**src/rtl/viterbi_pkg.sv**
```systemverilog
// viterbi_pkg
// Shared types and default parameters for the Viterbi BER checker.
//   ber_state_t : checker FSM state (SEARCH while hunting for the decoder
//                 latency, LOCKED while scoring bits)
//   DEF_*       : default values for the checker parameters
package viterbi_pkg;

    typedef enum logic {SEARCH, LOCKED} ber_state_t;

    localparam int DEF_DEPTH   = 64;
    localparam int DEF_WIN     = 32;
    localparam int DEF_ERR_TH  = 2;
    localparam int DEF_LOSS_TH = 8;
    localparam int DEF_CNT_W   = 32;

endpackage

```
**src/rtl/viterbi_ber_checker_sat_counter.sv**
```systemverilog
// sat_counter
// Saturating up-counter with a sticky "reached all-ones" flag.
// Ports:
//   clk    in  1  clock
//   rst    in  1  asynchronous active-low reset
//   inc    in  1  count enable (ignored once the count is all-ones)
//   clr    in  1  synchronous clear of count and flag (wins over inc)
//   cnt    out W  current count
//   at_max out 1  set on the edge the count becomes all-ones
module sat_counter
    import viterbi_pkg::*;
#(
    parameter int W = DEF_CNT_W
) (
    input  logic         clk,
    input  logic         rst,
    input  logic         inc,
    input  logic         clr,
    output logic [W-1:0] cnt,
    output logic         at_max
);

    localparam logic [W-1:0] ALL_ONES = '1;
    localparam logic [W-1:0] NEAR_MAX = ALL_ONES - W'(1);

    logic [W-1:0] cnt_reg;
    logic         at_max_reg;

    always_ff @(posedge clk or negedge rst) begin
        if (!rst) begin
            cnt_reg    <= '0;
            at_max_reg <= 1'b0;
        end else if (clr) begin
            cnt_reg    <= '0;
            at_max_reg <= 1'b0;
        end else if (inc && (cnt_reg != ALL_ONES)) begin
            cnt_reg <= cnt_reg + W'(1);
            if (cnt_reg == NEAR_MAX) begin
                at_max_reg <= 1'b1;
            end
        end
    end

    assign cnt    = cnt_reg;
    assign at_max = at_max_reg;

endmodule

```
**config.mk**
```make
export PLATFORM = sky130hd
export DESIGN_NAME = sat_counter
export DESIGN_NICKNAME = d
export VERILOG_FILES = /design/src/rtl/viterbi_pkg.sv /design/src/rtl/viterbi_ber_checker_sat_counter.sv
export SDC_FILE = /design/constraint.sdc
export NUM_CORES = 1
export LEC_CHECK = 0
export BUFFER_PORTS_ARGS = -buffer_cell sky130_fd_sc_hd__buf_4
export CORE_UTILIZATION = 35
export DETAILED_ROUTE_END_ITERATION = 6
export PLACE_DENSITY = 0.58
export SYNTH_ARGS = -nofsm -noshare
export SYNTH_HDL_FRONTEND = slang
export SYNTH_SLANG_ARGS = --single-unit
```
**constraint.sdc**
```tcl
create_clock -name clk -period 2.5 [get_ports clk]
set_input_delay 0.5 -clock clk [delete_from_list [all_inputs] [get_ports clk]]
set_output_delay 0.5 -clock clk [all_outputs]
set_load 0.1 [all_outputs]
```
==> impl_metrics.tcl <==
set metrics [dict create \
    run_status "finished clean" \
    slew_viol_final 0 \
    clock-sinks 33 \
    comb_power_share_pct 7.1 \
    synth_cell_types 40 \
    syn_area_per_cell_um2 9.62 \
    synth_cells 200 \
    end_kind "register" \
    p_clk_share_pct 46.1 \
    post_cts_buffers 0 \
    worstSetupPathType "reg -> reg" \
    switching_share_pct 24.2 \
    yosysTopAreaCell "dfrtp_1" \
    rsz0062_at_grt "no" \
    finalHoldViolations 0 \
    clk_latency_ns 0.29 \
    wl_per_cell_um 15.2 \
    slew_headroom_pct 71.0 \
    portBuffers 36 \
    track_usage_pct 17.5 \
    p_leak_nw 0.950 \
    wl_um 4640 \
    timing.rr.end "cnt[17]" \
    cp-start-kind "register" \
    row_count 26 \
    synth-seq-area-share_pct 42.9 \
    required_ns 2.71 \
    async_flop_share_pct 100 \
    initial_core_util_pct 36.9 \
    grt_pass1_vias 1701 \
    synth_edf_count 0 \
    period_needed_ns 2.21 \
    diodes 0 \
    maxCapViolCount 0 \
    netlist_area_um2 1920 \
    intPower_mw 0.880 \
    rr_worst_depth 7 \
    critPathLaunch "cnt[0]" \
    synth_ff_type "dfrtp_1" \
    cts-root-buf "clkbuf_8" \
    synth.area.top_cells "dfrtp_1, nand4_1, or4_1, a21oi_1, o31ai_1" \
    antenna_left 0 \
    grt-ovfl-total 0 \
    cts_tree "done" \
    ys_ff_latch 33 \
    ctsHoldBuffers 0 \
    drtIter0Drc 106 \
    seq_power_share_pct 46.7 \
    pin_count 37 \
    drive_above_1_share_pct 37.3 \
    largest_register_ffs 32 \
    drc 0 \
    ys_warn_count 0 \
    fmax_mhz 452 \
    num_vias 1725 \
    r2r_slack_ns 0.29 \
    clkTransAtPathRegs_ns 0.07 \
    powerDensity_nw_per_um2 490 \
    ir_drop_v 0.000309 \
    die_area_um2 5800 \
    die_w_um 76.1 \
    final_nets 241 \
    grt_max_degree 40 \
    rr_startpoint "cnt[0]" \
    switchingPower_mw 0.281 \
    period_share_pct 88.4 \
    htreeDepth 2 \
    fin_ws_ns 0.289 \
    pre_cts_slack_ns 0.296 \
    worstMarginPinSlew_ns 0.434 \
    die_y_um 76.1 \
    setup_viol 0 \
    cts_buffer_depth 2 \
    grt_pass1_wl_um 8140 \
    first_pass_iters 4 \
    core_um2 5200 \
    fin_worst_skew_ns 0.00672 \
    crit_fanout 18 \
    hold_class "in -> async" \
    setup_tns_ns 0 \
    gp_congestion 0.711 \
    cts_buffers 5 \
    post_cts_resized 0 \
    mappedNetlistNets 206 \
    cp_data_arrival_time_ns 2.42 \
    antenna_found_initial 0 \
    endpoint "cnt[17]" \
    hpwl_um 3090 \
    areaGrowthSynthToFinish_pct 23.3 \
    vias_per_cell 5.64 \
    synth_top_area_share_pct 42.9 \
]
[cell type report]
cell class | instances | area, um^2
well taps | 70 | 87.6
inverters | 5 | 18.8
repair buffers | 40 | 300
multi-input cells | 150 | 987
fillers | 521 | 2830
clock buffers | 7 | 86.3
clock inverters | 1 | 30.0
flip-flops and latches | 33 | 861
[worst min path at each step]
stage / startpoint / endpoint / slack (ns) / depth (start not counted)
finish: rst / cnt[30] / 0.15 / 1
global route: rst / cnt[29] / 0.18 / 1
CTS: rst / cnt[31] / 0.16 / 1
detailed placement: rst / cnt[31] / 0.49 / 1
global placement: rst / cnt[24] / 0.48 / 1
floorplan: rst / at_max / 0.20 / 0
[through the flow]
stage | instance area (um^2) | utilization [%] | hold WS, ns | std cells | power, mW
floorplan | 1960 | - | 0.204 | 200 | 0.613
global placement | 2250 | 43.3 | 0.480 | 298 | 0.637
detailed placement | 2250 | 43.3 | 0.488 | 298 | 0.638
CTS | 2370 | 45.6 | 0.165 | 306 | 1.17
global route | 2370 | 45.6 | 0.179 | 306 | 1.20
finish | 2370 | 45.6 | 0.145 | 306 | 1.16
[worst max-delay path, stage by stage (launching register included)]
cell and delay (ns):
dfrtp_2 0.44, ha_1 0.22, nand3_1 0.22, or4_4 0.21
o21ai_4 0.06, buf_4 0.19, or4_2 0.61, a21oi_1 0.17
[synthesized netlist by cell type, types with 2 or more instances]
master	instances
nor3_1	2
nor2b_1	6
or3_1	7
clkbuf_1	4
xor2_1	3
a21oi_1	17
xnor2_1	2
o21ai_1	4
nand4_1	16
or4_1	12
inv_1	5
o21ba_1	3
or4_4	2
buf_6	3
dfrtp_1	33
o21ai_0	6
or4_2	2
o31a_1	2
ha_1	2
nand2_1	11
nand3_1	9
mux2_2	3
o31ai_1	10
nor2_1	13
nor4_1	4
and4_1	4
dlygate4sd1_1	2
[cell families after synthesis]
logic type | synth area share (%)
compound gates | 15.9
xor+xnor | 2.28
fa+ha+maj | 1.30
buf+inv | 5.72
flops | 42.9
mux | 2.28
simple gates | 29.5
[layout by cell type (no fill, tap or decap), drive strengths merged, types with 2 or more instances in the layout]
cell type / Yosys / routed
a21oi: 17 / 17
nand3: 9 / 9
or3: 7 / 7
dfrtp: 33 / 33
nor2b: 6 / 6
xor2: 3 / 3
o21ai: 11 / 11
clkbuf: 5 / 7
nor2: 13 / 13
o31a: 3 / 3
o31ai: 10 / 10
buf: 5 / 40
nor4: 5 / 5
mux2: 3 / 3
and4: 5 / 5
inv: 5 / 5
nor3: 2 / 2
or4: 16 / 16
nand2: 11 / 11
nand4: 17 / 17
o21ba: 3 / 3
ha: 2 / 2
xnor2: 2 / 2
[routing by layer]
layer | track usage [%] | share of wire (%) | routed length (um)
met3 | 3.71 | 4.0 | 184
met5 | 0 | 0 | 0
met1 | 23.4 | 48 | 2240
met4 | 7.31 | 1.7 | 77
met2 | 27.3 | 46 | 2140
[power groups by stage]
| stage | clock, mW | sequential [mW] | combinational, mW |
|---|---|---|---|
| 2_1_floorplan | 0 | 0.579 | 0.0343 |
| 3_3_place_gp | 0 | 0.553 | 0.0837 |
| 3_5_place_dp | 0 | 0.553 | 0.0847 |
| 4_1_cts | 0.547 | 0.543 | 0.0849 |
| 5_1_grt | 0.568 | 0.543 | 0.0913 |
| 6_report | 0.536 | 0.543 | 0.0829 |
Note: power is estimated with default switching activity, not from simulation.
